## src/rtl/cpu_bus_pkg.sv

```systemverilog
// Shared types and constants for the core data-bus to AXI4-Lite bridge.
package cpu_bus_pkg;

    typedef enum logic [2:0] {
        ST_IDLE,
        ST_WR,
        ST_WB,
        ST_RD_A,
        ST_RD_D,
        ST_DONE
    } dbus_state_e;

    localparam logic [2:0] SIZE_B  = 3'b000;
    localparam logic [2:0] SIZE_H  = 3'b001;
    localparam logic [2:0] SIZE_W  = 3'b010;
    localparam logic [2:0] SIZE_BU = 3'b100;
    localparam logic [2:0] SIZE_HU = 3'b101;

    localparam logic [1:0] AXI_RESP_OKAY   = 2'b00;
    localparam logic [1:0] AXI_RESP_EXOKAY = 2'b01;
    localparam logic [1:0] AXI_RESP_SLVERR = 2'b10;
    localparam logic [1:0] AXI_RESP_DECERR = 2'b11;

    function automatic logic resp_is_err(input logic [1:0] resp);
        logic err;
        case (resp)
            AXI_RESP_OKAY, AXI_RESP_EXOKAY:   err = 1'b0;
            AXI_RESP_SLVERR, AXI_RESP_DECERR: err = 1'b1;
            default:                          err = 1'b1;
        endcase
        return err;
    endfunction

endpackage

```

## src/rtl/lsu_align.sv

```systemverilog
// Store byte-lane steering, load alignment/extension and misalignment detection.
module lsu_align
    import cpu_bus_pkg::*;
(
    input  logic [2:0]  st_size_i,
    input  logic [1:0]  st_off_i,
    input  logic [31:0] st_data_i,
    output logic [31:0] st_wdata_o,
    output logic [3:0]  st_wstrb_o,
    output logic        misaligned_o,
    input  logic [2:0]  ld_size_i,
    input  logic [1:0]  ld_off_i,
    input  logic [31:0] ld_raw_i,
    output logic [31:0] ld_data_o
);

    logic [31:0] ld_shifted;

    always_comb begin
        misaligned_o = 1'b0;
        case (st_size_i)
            SIZE_B, SIZE_BU: misaligned_o = 1'b0;
            SIZE_H, SIZE_HU: misaligned_o = st_off_i[0];
            SIZE_W:          misaligned_o = (st_off_i != 2'b00);
            default:         misaligned_o = 1'b1;
        endcase
    end

    always_comb begin
        st_wdata_o = st_data_i;
        st_wstrb_o = 4'b1111;
        case (st_size_i[1:0])
            2'b00: begin
                st_wdata_o = {4{st_data_i[7:0]}};
                st_wstrb_o = 4'b0001 << st_off_i;
            end
            2'b01: begin
                st_wdata_o = {2{st_data_i[15:0]}};
                st_wstrb_o = 4'b0011 << st_off_i;
            end
            default: begin
                st_wdata_o = st_data_i;
                st_wstrb_o = 4'b1111;
            end
        endcase
    end

    always_comb begin
        ld_shifted = ld_raw_i >> {ld_off_i, 3'b000};
        ld_data_o  = ld_shifted;
        case (ld_size_i)
            SIZE_B:  ld_data_o = {{24{ld_shifted[7]}}, ld_shifted[7:0]};
            SIZE_H:  ld_data_o = {{16{ld_shifted[15]}}, ld_shifted[15:0]};
            SIZE_BU: ld_data_o = {24'h000000, ld_shifted[7:0]};
            SIZE_HU: ld_data_o = {16'h0000, ld_shifted[15:0]};
            default: ld_data_o = ld_shifted;
        endcase
    end

endmodule

```

## src/rtl/axi_lite_dbus_bridge.sv

```systemverilog
// Single-beat core data port to AXI4-Lite master, stalling the pipeline via hold_o.
// Optional wait-state timeout is enabled by defining AXI_TIMEOUT_EN.
module axi_lite_dbus_bridge
    import cpu_bus_pkg::*;
#(
    parameter int unsigned ADDR_W         = 32,
    parameter int unsigned TIMEOUT_CYCLES = 255
)
(
    input  logic              clk,
    input  logic              rst,
    input  logic [ADDR_W-1:0] req_addr_i,
    input  logic [31:0]       req_wdata_i,
    input  logic              req_we_i,
    input  logic              req_re_i,
    input  logic [2:0]        req_size_i,
    output logic [31:0]       rdata_o,
    output logic              rvalid_o,
    output logic              err_o,
    output logic              hold_o,
    output logic [ADDR_W-1:0] m_awaddr,
    output logic [2:0]        m_awprot,
    output logic              m_awvalid,
    input  logic              m_awready,
    output logic [31:0]       m_wdata,
    output logic [3:0]        m_wstrb,
    output logic              m_wvalid,
    input  logic              m_wready,
    input  logic [1:0]        m_bresp,
    input  logic              m_bvalid,
    output logic              m_bready,
    output logic [ADDR_W-1:0] m_araddr,
    output logic [2:0]        m_arprot,
    output logic              m_arvalid,
    input  logic              m_arready,
    input  logic [31:0]       m_rdata,
    input  logic [1:0]        m_rresp,
    input  logic              m_rvalid,
    output logic              m_rready
);

    dbus_state_e       state_q, state_d;
    logic [ADDR_W-1:0] addr_q, addr_d;
    logic [31:0]       wdata_q, wdata_d;
    logic [3:0]        wstrb_q, wstrb_d;
    logic [2:0]        size_q, size_d;
    logic [31:0]       rdata_raw_q, rdata_raw_d;
    logic              aw_done_q, aw_done_d;
    logic              w_done_q, w_done_d;
    logic              err_q, err_d;

    logic [31:0] st_wdata;
    logic [3:0]  st_wstrb;
    logic        misaligned;
    logic [31:0] ld_data;
    logic        timeout;

    lsu_align u_align (
        .st_size_i    (req_size_i),
        .st_off_i     (req_addr_i[1:0]),
        .st_data_i    (req_wdata_i),
        .st_wdata_o   (st_wdata),
        .st_wstrb_o   (st_wstrb),
        .misaligned_o (misaligned),
        .ld_size_i    (size_q),
        .ld_off_i     (addr_q[1:0]),
        .ld_raw_i     (rdata_raw_q),
        .ld_data_o    (ld_data)
    );

`ifdef AXI_TIMEOUT_EN
    localparam int unsigned TIMER_W = $clog2(TIMEOUT_CYCLES + 1);

    logic [TIMER_W-1:0] timer_q, timer_d;
    logic               in_wait;

    assign in_wait = (state_q == ST_WR) || (state_q == ST_WB) ||
                     (state_q == ST_RD_A) || (state_q == ST_RD_D);
    // Fires on the last of TIMEOUT_CYCLES cycles spent in one wait state.
    assign timeout = in_wait && (timer_q == TIMER_W'(TIMEOUT_CYCLES - 1));

    always_comb begin
        timer_d = '0;
        if (in_wait && (state_d == state_q)) begin
            timer_d = timer_q + 1'b1;
        end
    end

    always_ff @(posedge clk or posedge rst) begin
        if (rst) begin
            timer_q <= '0;
        end else begin
            timer_q <= timer_d;
        end
    end
`else
    assign timeout = 1'b0;
`endif

    always_comb begin
        state_d     = state_q;
        addr_d      = addr_q;
        wdata_d     = wdata_q;
        wstrb_d     = wstrb_q;
        size_d      = size_q;
        rdata_raw_d = rdata_raw_q;
        aw_done_d   = aw_done_q;
        w_done_d    = w_done_q;
        err_d       = err_q;

        case (state_q)
            ST_IDLE: begin
                if (req_we_i || req_re_i) begin
                    addr_d      = req_addr_i;
                    size_d      = req_size_i;
                    rdata_raw_d = '0;
                    err_d       = misaligned;
                    aw_done_d   = 1'b0;
                    w_done_d    = 1'b0;
                    if (req_we_i) begin
                        wdata_d = st_wdata;
                        wstrb_d = st_wstrb;
                        state_d = misaligned ? ST_DONE : ST_WR;
                    end else begin
                        state_d = misaligned ? ST_DONE : ST_RD_A;
                    end
                end
            end
            ST_WR: begin
                aw_done_d = aw_done_q | m_awready;
                w_done_d  = w_done_q | m_wready;
                if (aw_done_d && w_done_d) begin
                    state_d = ST_WB;
                end else if (timeout) begin
                    err_d   = 1'b1;
                    state_d = ST_DONE;
                end
            end
            ST_WB: begin
                if (m_bvalid) begin
                    err_d   = resp_is_err(m_bresp);
                    state_d = ST_DONE;
                end else if (timeout) begin
                    err_d   = 1'b1;
                    state_d = ST_DONE;
                end
            end
            ST_RD_A: begin
                if (m_arready) begin
                    state_d = ST_RD_D;
                end else if (timeout) begin
                    err_d   = 1'b1;
                    state_d = ST_DONE;
                end
            end
            ST_RD_D: begin
                if (m_rvalid) begin
                    rdata_raw_d = m_rdata;
                    err_d       = resp_is_err(m_rresp);
                    state_d     = ST_DONE;
                end else if (timeout) begin
                    err_d   = 1'b1;
                    state_d = ST_DONE;
                end
            end
            ST_DONE: state_d = ST_IDLE;
            default: state_d = ST_IDLE;
        endcase
    end

    always_ff @(posedge clk or posedge rst) begin
        if (rst) begin
            state_q     <= ST_IDLE;
            addr_q      <= '0;
            wdata_q     <= '0;
            wstrb_q     <= '0;
            size_q      <= '0;
            rdata_raw_q <= '0;
            aw_done_q   <= 1'b0;
            w_done_q    <= 1'b0;
            err_q       <= 1'b0;
        end else begin
            state_q     <= state_d;
            addr_q      <= addr_d;
            wdata_q     <= wdata_d;
            wstrb_q     <= wstrb_d;
            size_q      <= size_d;
            rdata_raw_q <= rdata_raw_d;
            aw_done_q   <= aw_done_d;
            w_done_q    <= w_done_d;
            err_q       <= err_d;
        end
    end

    // Handshake outputs derive from registered state only, so reset clears them at once.
    assign m_awvalid = (state_q == ST_WR) && !aw_done_q;
    assign m_wvalid  = (state_q == ST_WR) && !w_done_q;
    assign m_bready  = (state_q == ST_WB);
    assign m_arvalid = (state_q == ST_RD_A);
    assign m_rready  = (state_q == ST_RD_D);
    assign m_awaddr  = addr_q;
    assign m_araddr  = addr_q;
    assign m_wdata   = wdata_q;
    assign m_wstrb   = wstrb_q;
    assign m_awprot  = 3'b000;
    assign m_arprot  = 3'b000;

    assign rvalid_o = (state_q == ST_DONE);
    assign err_o    = (state_q == ST_DONE) && err_q;
    assign rdata_o  = ((state_q == ST_DONE) && !err_q) ? ld_data : '0;
    assign hold_o   = ((state_q != ST_IDLE) && (state_q != ST_DONE)) ||
                      ((state_q == ST_IDLE) && (req_we_i || req_re_i));

endmodule

```

## config.mk

```make
export PLATFORM = sky130hd
export DESIGN_NAME = axi_lite_dbus_bridge
export DESIGN_NICKNAME = d
export VERILOG_FILES = /design/src/rtl/cpu_bus_pkg.sv /design/src/rtl/lsu_align.sv /design/src/rtl/axi_lite_dbus_bridge.sv
export SDC_FILE = /design/constraint.sdc
export NUM_CORES = 1
export LEC_CHECK = 0
export CAP_MARGIN = 0
export CORE_UTILIZATION = 45
export DETAILED_ROUTE_END_ITERATION = 8
export GPL_TIMING_DRIVEN = 0
export PLACE_DENSITY = 0.95
export SYNTH_ARGS = -nofsm -noshare
export SYNTH_HDL_FRONTEND = slang
export SYNTH_SLANG_ARGS = --single-unit
```

## constraint.sdc

```tcl
create_clock -name clk -period 6.2 [get_ports clk]
set_input_delay 1.24 -clock clk [delete_from_list [all_inputs] [get_ports clk]]
set_output_delay 1.24 -clock clk [all_outputs]
set_load 0.005 [all_outputs]
```

# After elaboration in Yosys (flattened, before gate mapping)
# Index checks and enable logic that the tools add are counted.
# totals
reg_bits	109
output_inout_bits	146
word_cells	100
# op_classes
n_eq_ne	25
n_shift	3
n_mux	26
bitwise_logic	2
reduce_logical	35
# ops
op	n
$pmux 32 s2	2
$pmux 32 s4	1
$mux 32	3
$shr 32x5->32	1
$mux 3	8
$eq 3x3->1 const B	6
$pmux 3 s5	1
$reduce_or 2->1	6
$eq 3x1->1 const B	3
$eq 3x2->1 const B	3
$logic_not 3->1	3
$eq 2x2->1 const B	4
$ne 2x2->1 const B	4
$pmux 1 s2	4
$pmux 4 s2	1
$logic_and 1x1->1	7
$eq 2x1->1 const B	3
$logic_not 2->1	3
$pmux 1 s3	2
$reduce_and 3->1	2
$reduce_bool 2->1	3
$reduce_bool 3->1	2
$reduce_and 5->1	1
$mux 1	4
9 further kinds	14

# Logic depth before layout (Yosys ltp)
# Gate-level depths: netlist of run 1.
# logic_depth
depth_word	7
depth_mapped	6
depth_no_buf	4

# Modules after synthesis
# A second synthesis of run 1 with hierarchy kept.
# unflattened
hier_cells	541
area_unflattened_um2	6194.7
# by_module_without_submodules
module	instances	cells_each	area_per_inst_um2	seq_area_each_um2
axi_lite_dbus_bridge	1	352	4767.1	2727.6
lsu_align	1	189	1427.6	0.0

# Worst setup path after synthesis of run 1
# Ideal clock, no wire load.
# synth_timing
path_kind	reg2out
startpoint	reg addr_q[0], in the netlist m_araddr[0]
endpoint	out rdata_o[22]
t_arrival_ns	1.663
slack_ns	3.297
path_stages_with_launch	7
cell_sequence	dfrtp_1 > buf_4 > mux2i_1 > mux2_2 > a2111o_1 > buf_6 > o21ai_0
# synth_between
elab_chain_cells	3
# synth_rtl
element	line	rtl
from (decl)	axi_lite_dbus_bridge.sv:43	logic [ADDR_W-1:0] addr_q, addr_d;
from (signal assigned)	axi_lite_dbus_bridge.sv:184	addr_q <= addr_d;
$shr 32x5->32	lsu_align.sv:49	ld_shifted = ld_raw_i >> {ld_off_i, 3'b000};
$pmux 32 s4	lsu_align.sv:51	case (ld_size_i)
$mux 32	axi_lite_dbus_bridge.sv:210	assign rdata_o = ((state_q == ST_DONE) && !err_q) ? ld_data : '0;
to (decl)	axi_lite_dbus_bridge.sv:17	output logic [31:0] rdata_o,
# No other way between the ends.

# Worst setup path in the final report of run 1
# layout_timing
startpoint	reg addr_q[0], in the netlist m_araddr[0]
endpoint	out rdata_o[23]
# Same word-level chain as after synthesis.

==> results of run 1 <==
[registers in the layout, summed over array words and instances (netlist names)]
signal	count
aw_done_q	1
err_q	1
m_wdata	32
w_done_q	1
m_araddr	32
state_q	3
size_q	3
rdata_raw_q	32
m_wstrb	4
[placed cells by master, fill, tap and decap left out, types with 2 or more instances in the layout]
cell,n
dfrtp_1,109
o21ai_0,41
o22ai_1,3
and3b_1,2
inv_1,6
nor3b_1,2
clkdlybuf4s50_1,248
clkbuf_8,2
mux2i_1,41
buf_2,10
conb_1,6
clkbuf_1,27
o31ai_1,2
clkbuf_16,9
a31oi_1,5
and2_1,9
or2_2,2
nor3_1,2
buf_4,42
nand2_1,73
mux2_2,37
a22o_1,32
nor2_1,27
a211oi_1,16
nor4b_1,2
nor2b_1,9
a21oi_1,22
[metrics by stage]
step / cells / util (%)
2_1_floorplan: 541 / -
3_3_place_gp: 936 / 68.36
3_5_place_dp: 937 / 68.61
4_1_cts: 952 / 71.06
5_1_grt: 952 / 71.06
6_report: 952 / 71.06
[final cells by class]
cell class | count | share of cell area (%)
Clock buffer | 14 | 3.093
Sequential cell | 109 | 31.96
Timing Repair Buffer | 249 | 29.40
Buffer | 78 | 5.512
Clock inverter | 1 | 0.3518
Inverter | 7 | 0.3371
Multi-Input combinational cell | 347 | 27.19
Tap cell | 147 | 2.155
[worst reg2reg max path, delay by kind of cell, from the launching register on]
family	cells	cell delay [ns]
compound gates	1	0.25
simple gates	3	0.73
flops	1	0.42
buf+inv	2	0.62
[routing by layer]
layer  up-vias  routed length, µm  GRT usage (%)
li1       2365                  -              -
met1      2483               7028          32.89
met2       288               8789          49.26
met3        56               1292          7.766
met4         0                625          11.11
met5         -                  0              0
[cell usage after synthesis, types with 2 or more instances]
library cell / n
nor3_1: 2
nand2_1: 73
and2_1: 9
or2_2: 2
o21ai_0: 41
and3b_1: 2
dfrtp_1: 109
buf_4: 42
clkbuf_1: 24
mux2i_1: 41
nor4b_1: 2
a211oi_1: 16
mux2_2: 37
nor2_1: 27
a22o_1: 32
nor2b_1: 9
a31oi_1: 5
nor3b_1: 2
o31ai_1: 2
a21oi_1: 22
o22ai_1: 3
buf_2: 10
inv_1: 7
[cell families after synthesis]
family | count (synthesis) | synth area share (%)
compound gates | 128 | 15.26
simple gates | 135 | 11.37
mux | 78 | 14.96
flops | 109 | 49.35
buf+inv | 85 | 8.988
other cells | 1 | 0.06785
[worst min-delay path by stage]
stage	start	endpoint	slack (ns)	depth (start not counted)
after floorplan	rdata_raw_q[0]$_DFFE_PP0P_	rdata_raw_q[0]$_DFFE_PP0P_	0.46	1
after global placement	m_wstrb[0]$_DFFE_PP0P_	m_wstrb[0]$_DFFE_PP0P_	0.45	2
after detailed placement	m_wstrb[0]$_DFFE_PP0P_	m_wstrb[0]$_DFFE_PP0P_	0.46	2
after CTS	m_wstrb[0]$_DFFE_PP0P_	m_wstrb[0]$_DFFE_PP0P_	0.48	2
after global routing	m_wstrb[0]$_DFFE_PP0P_	m_wstrb[0]$_DFFE_PP0P_	0.51	2
final	m_wstrb[0]$_DFFE_PP0P_	m_wstrb[0]$_DFFE_PP0P_	0.48	2
[power breakdown]
part / switching, mW / leakage [nW] / internal, mW
clock: 0.246 / 0.143 / 0.334
sequential: 0.283 / 1.36 / 1.06
combinational: 0.805 / 2.23 / 1.22
==> impl_metrics.csv, run 1 <==
group,metric,value,unit
power,p_leak,3.740,nW
floorplan,fp.coreArea,12010,µm²
sta,min_period_over_period,65.08,%
clock_network,ctsHoldBuffers,0,
route,wl_per_cell,18.63,µm
floorplan,die_area,12730,µm²
synthesis,synth_cell_types,40,
worst_setup_path,crit_end,"rdata_o[23]",
floorplan,die_x,112.8,µm
worst_setup_path,reg2reg_depth,6,
placed_design,dp_hpwl,13460,µm
route,drt-pass1-iter-count,6,
worst_setup_path,rr_startpoint,"state_q[1]$_DFFE_PP0P_",
worst_setup_path,critPathRequiredTime,4.96,ns
global_routing,first_global_vias,5295,
clock_network,ctsResizeCount,0,
power,p_per_area,461.8,nW/µm²
worst_setup_path,crit_fanout,10,
sta,rsz0062_at_grt,"false",
placed_design,pre_cts_ws,2.423,ns
worst_setup_path,crit_start,"m_araddr[0]$_DFFE_PP0P_",
global_routing,grt_pass1_wl,27480,µm
route,drc,0,
worst_setup_path,critical_path_class,"reg -> out",
synthesis,synth.top_cell.area_share,49.35,%
global_routing,grt_overflow_total,0,
clock_network,insertion_delay,0.35,ns
clock_network,cts_buffer_depth,2,
power,power.total,3.941,mW
placed_design,dpl_cell_area,8242,µm²
synthesis,ys_ff_latch,109,
placed_design,numPortBuffers,248,
worst_setup_path,critPathTopFamily,"buffers and inverters",
route,viasPerCell,5.454,
run,drv_cap,0,
layout,final_cell_area,8536,µm²
sta,finalMaxSlewViolations,0,
floorplan,io_pins,258,
clock_network,clock_sinks,109,
worst_setup_path,arrival,2.80,ns
synthesis,ys_warn_count,0,
synthesis,dominantRegCellSynth,"dfrtp_1",
sta,tightest_slew,0.7297,ns
synthesis,synthTopCellsByArea,"dfrtp_1 49%, mux2_2 7.5%, mux2i_1 7.4%",
sta,layout_setup_ws,2.165,ns
worst_setup_path,worstPathCellList,"buf_4 > mux2i_1 > mux2_2 > a2111o_1 > buf_6 > o21ai_0 > clkdlybuf4s50_1",
sta,setup_tns,0,ns
worst_setup_path,r2r-end,"rdata_raw_q[12]$_DFFE_PP0P_",
floorplan,start_util,46.01,%
placed_design,place.gp.congestion,0.9556,
synthesis,synthCells,536,
layout,multi_input_area,2321,µm²
synthesis,synth_top_area_cell,"dfrtp_1",
power,peakVddDrop,321.9,µV
route,drt_iter0_drc,461,
layout,diodes,0,
floorplan,die_h,112.8,µm
worst_setup_path,cpMaxStageDelayCell,"clkdlybuf4s50_1",
sta,hold_viol,0,
global_routing,antenna_found_initial,0,
clock_network,post_cts_buffers,0,
worst_setup_path,reg2reg_slack,4.07,ns
clock_network,htreeDepth,3,
route,routed_wirelength,17740,µm
route,ant_nets,0,
sta,slew_headroom,51.22,%
worst_setup_path,cp_slowest_stage_delay,0.56,ns
sta,fmax,247.8,MHz
layout,area_delta_synth_final,54.45,%
sta,finClkSkew,0.008419,ns
floorplan,rows,40,
synthesis,syn-cell-area,5527,µm²
synthesis,synthArstFlopShare,100.0,%
layout,layout.nets,913,
synthesis,yosysSeqAreaShare,49.35,%
clock_network,cts_tree,"built",
worst_setup_path,start_kind,"flip-flop",
global_routing,grt_max_degree,60,
outcome,status,"complete, no violations",
clock_network,cts_root_buf,"clkbuf_16",
worst_setup_path,cp_num_cells,7,
synthesis,syn_area_per_cell,10.31,µm²
global_routing,grt.total_usage,28.19,%
worst_hold_path,min_path_type,"reg -> reg",
synthesis,synth_edf_count,0,
sta,finalSetupViolCount,0,
sta,min_period,4.035,ns
worst_setup_path,cp-end-kind,"primary output",
layout,drive_gt1_share,13.79,%
layout,fillCellCount,833,
clock_network,clk_pin_slew,0.07,ns
worst_setup_path,crit_buf_inv,3,
clock_network,cts_buffers,9,
sta,fin_hold_ws,0.4786,ns
layout,regArea,2728,µm²
route,vias,5192,
Note: power is estimated with default switching activity, not from simulation.
==> inputs of run 2 (changes only) <==
CORE_UTILIZATION = 42   (was 45)
PLACE_DENSITY = 0.93   (was 0.95)
clock period = 4.1 ns   (was 6.2 ns; I/O delays follow)
==> run 2 against run 1 <==
Compared with the run above:
- power is 49% higher
- clock-buffer cell count decreased by 3
- utilization fell by 3.8 points
- largest cell class unchanged
- register-to-register slack got worse by 2.2 ns
==> impl_metrics.csv, run 2 (synthesized netlist as in run 1, its figures left out) <==
group,metric,value,unit
floorplan,die_h,116.7,µm
global_routing,grt.total_usage,25.43,%
floorplan,die_area,13620,µm²
clock_network,clk_pin_slew,0.07,ns
clock_network,cts_tree,"built",
clock_network,ctsResizeCount,0,
worst_setup_path,rr_startpoint,"state_q[1]$_DFFE_PP0P_",
sta,layout_setup_ws,0.5299,ns
placed_design,dp.cells,962,
floorplan,rows,41,
worst_hold_path,min_from,"m_wdata[11]$_DFFE_PP0P_",
route,wl_met3,1322,µm
sta,finalSetupViolCount,0,
route,top_layer,"met4",
floorplan,die_x,116.7,µm
sta,slew_headroom,50.65,%
route,vias,5130,
sta,tightest_slew,0.7383,ns
clock_network,cts_root_buf,"clkbuf_16",
sta,setup_tns,0,ns
floorplan,io_pins,258,
power,peakVddDrop,490.2,µV
route,ant_nets,0,
worst_hold_path,hold-path-cell-count,2,
power,p_leak,3.731,nW
run,drv_cap,0,
worst_setup_path,crit_fanout,10,
placed_design,dp_hpwl,13100,µm
worst_hold_path,holdPathEnd,"m_wdata[11]$_DFFE_PP0P_",
worst_setup_path,arrival,2.75,ns
layout,layout.nets,913,
global_routing,grt_max_degree,63,
sta,min_period_over_period,87.08,%
route,drc,0,
layout,fin_cells,978,
route,viasPerCell,5.245,
layout,fillCellCount,989,
worst_setup_path,reg2reg_slack,1.90,ns
clock_network,ctsHoldBuffers,0,
power,p_per_area,686.2,nW/µm²
sta,finClkSkew,0.006418,ns
clock_network,htreeDepth,3,
placed_design,numPortBuffers,248,
worst_setup_path,start_kind,"flip-flop",
layout,final_common_cell,"clkdlybuf4s50_1",
layout,diodes,0,
global_routing,first_global_vias,5111,
placed_design,place.gp.congestion,0.9301,
layout,area_delta_synth_final,54.88,%
sta,rsz0062_at_grt,"false",
global_routing,grt_overflow_total,0,
worst_setup_path,critical_path_class,"reg -> out",
global_routing,antenna_found_initial,0,
clock_network,cts_buffers,9,
global_routing,grt_pass1_wl,26080,µm
route,drt-pass1-iter-count,5,
route,routed_wirelength,17250,µm
placed_design,pre_cts_ws,0.9056,ns
sta,finalMaxSlewViolations,0,
clock_network,insertion_delay,0.35,ns
worst_setup_path,r2r-end,"m_araddr[17]$_DFFE_PP0P_",
floorplan,start_util,43.44,%
sta,min_period,3.570,ns
worst_setup_path,reg2reg_depth,5,
route,drt_iter0_drc,322,
sta,hold_viol,0,
layout,layout_common_cells,"248 x clkdlybuf4s50_1, 109 x dfrtp_1, 73 x nand2_1, 42 x buf_4",
sta,fmax,280.1,MHz
layout,drive_gt1_share,14.14,%
clock_network,cts_buffer_depth,2,
worst_setup_path,cp-end-kind,"primary output",
clock_network,post_cts_buffers,0,
worst_hold_path,min_path_type,"reg -> reg",
clock_network,clock_sinks,109,
route,wl_per_cell,17.64,µm
route,wl_met2,8349,µm
worst_setup_path,critPathRequiredTime,3.28,ns
route,wl_met1,6876,µm
outcome,status,"complete, no violations",
floorplan,fp.coreArea,12720,µm²
layout,utilization,67.28,%
[run 2: changes by cell type in the layout (fill, tap and decap cells not counted), sizes merged]
| cell | previous run | this run |
|---|---|---|
| clkbuf | 38 | 35 |
| clkinvlp | 0 | 2 |
| inv | 7 | 9 |
| bufinv | 1 | 0 |
| clkinv | 0 | 1 |
[run 2: layout make-up]
cell class                 instances  area (µm²)  area share (%)
clock inverter                     5       43.79          0.5116
multi-input combinational        347        2321           27.12
buffer                            78       470.5           5.496
sequential                       109        2728           31.87
timing repair buffer             249        2510           29.32
tap                              172       215.2           2.514
inverter                           7       28.78          0.3362
clock buffer                      11       242.7           2.836
[run 2: per-layer routing]
| metal | global-route usage [%] | up-vias |
|---|---|---|
| met1 | 31.41 | 2431 |
| met4 | 14.09 | 0 |
| met2 | 41.62 | 273 |
| met5 | 0 | - |
| li1 | - | 2374 |
| met3 | 5.397 | 52 |
[run 2: how the worst max path moves through the flow]
stage	start	slack, ns	to	cells after the start
3_5_place_dp	m_araddr[0]$_DFFE_PP0P_	0.91	rdata_o[23]	7
4_1_cts	m_araddr[0]$_DFFE_PP0P_	0.52	rdata_o[23]	7
2_1_floorplan	rst	0.41	aw_done_q$_DFFE_PP0P_	1
6_report	m_araddr[0]$_DFFE_PP0P_	0.53	rdata_o[22]	7
5_1_grt	state_q[1]$_DFFE_PP0P_	0.41	rdata_o[31]	6
3_3_place_gp	rst	-1.24	m_wdata[20]$_DFFE_PP0P_	2
[run 2: where the power goes]
part	internal [mW]	total [mW]	switching [mW]
Clock	0.437	0.845	0.408
Sequential	1.60	2.01	0.412
Combinational	1.84	3.02	1.18
[run 2: worst max-delay path: stages (launching register included)]
cell,delay [ns]
dfrtp_1,0.40
buf_4,0.19
mux2i_1,0.14
mux2_2,0.30
a2111o_1,0.53
buf_6,0.19
o21ai_0,0.10
clkdlybuf4s50_1,0.54
[run 2: through the flow]
stage          instance area [µm²]  hold WS, ns  power, mW
2_1_floorplan                 5545       0.4584      3.427
3_3_place_gp                  8243       0.4561      4.947
3_5_place_dp                  8273       0.4616      5.025
4_1_cts                       8559       0.4851      5.904
5_1_grt                       8559       0.5007      6.246
6_report                      8559       0.4771      5.873
==> inputs of run 3 (changes only) <==
CORE_UTILIZATION = 45   (was 42)
PLACE_DENSITY = 0.95   (was 0.93)
clock period = 4.15 ns   (was 4.1 ns; I/O delays follow)
==> results of run 3 <==
Same layout as run 1 (identical final DEF). Status: complete, no violations.
Among the figures that moved: setup slack after placement 2.423 ns -> 0.9610 ns; setup slack after layout 2.165 ns -> 0.5249 ns; register-to-register setup slack 4.07 ns -> 2.02 ns; total power 3.941 mW -> 5.888 mW; worst IR drop on VDD 321.9 µV -> 480.9 µV
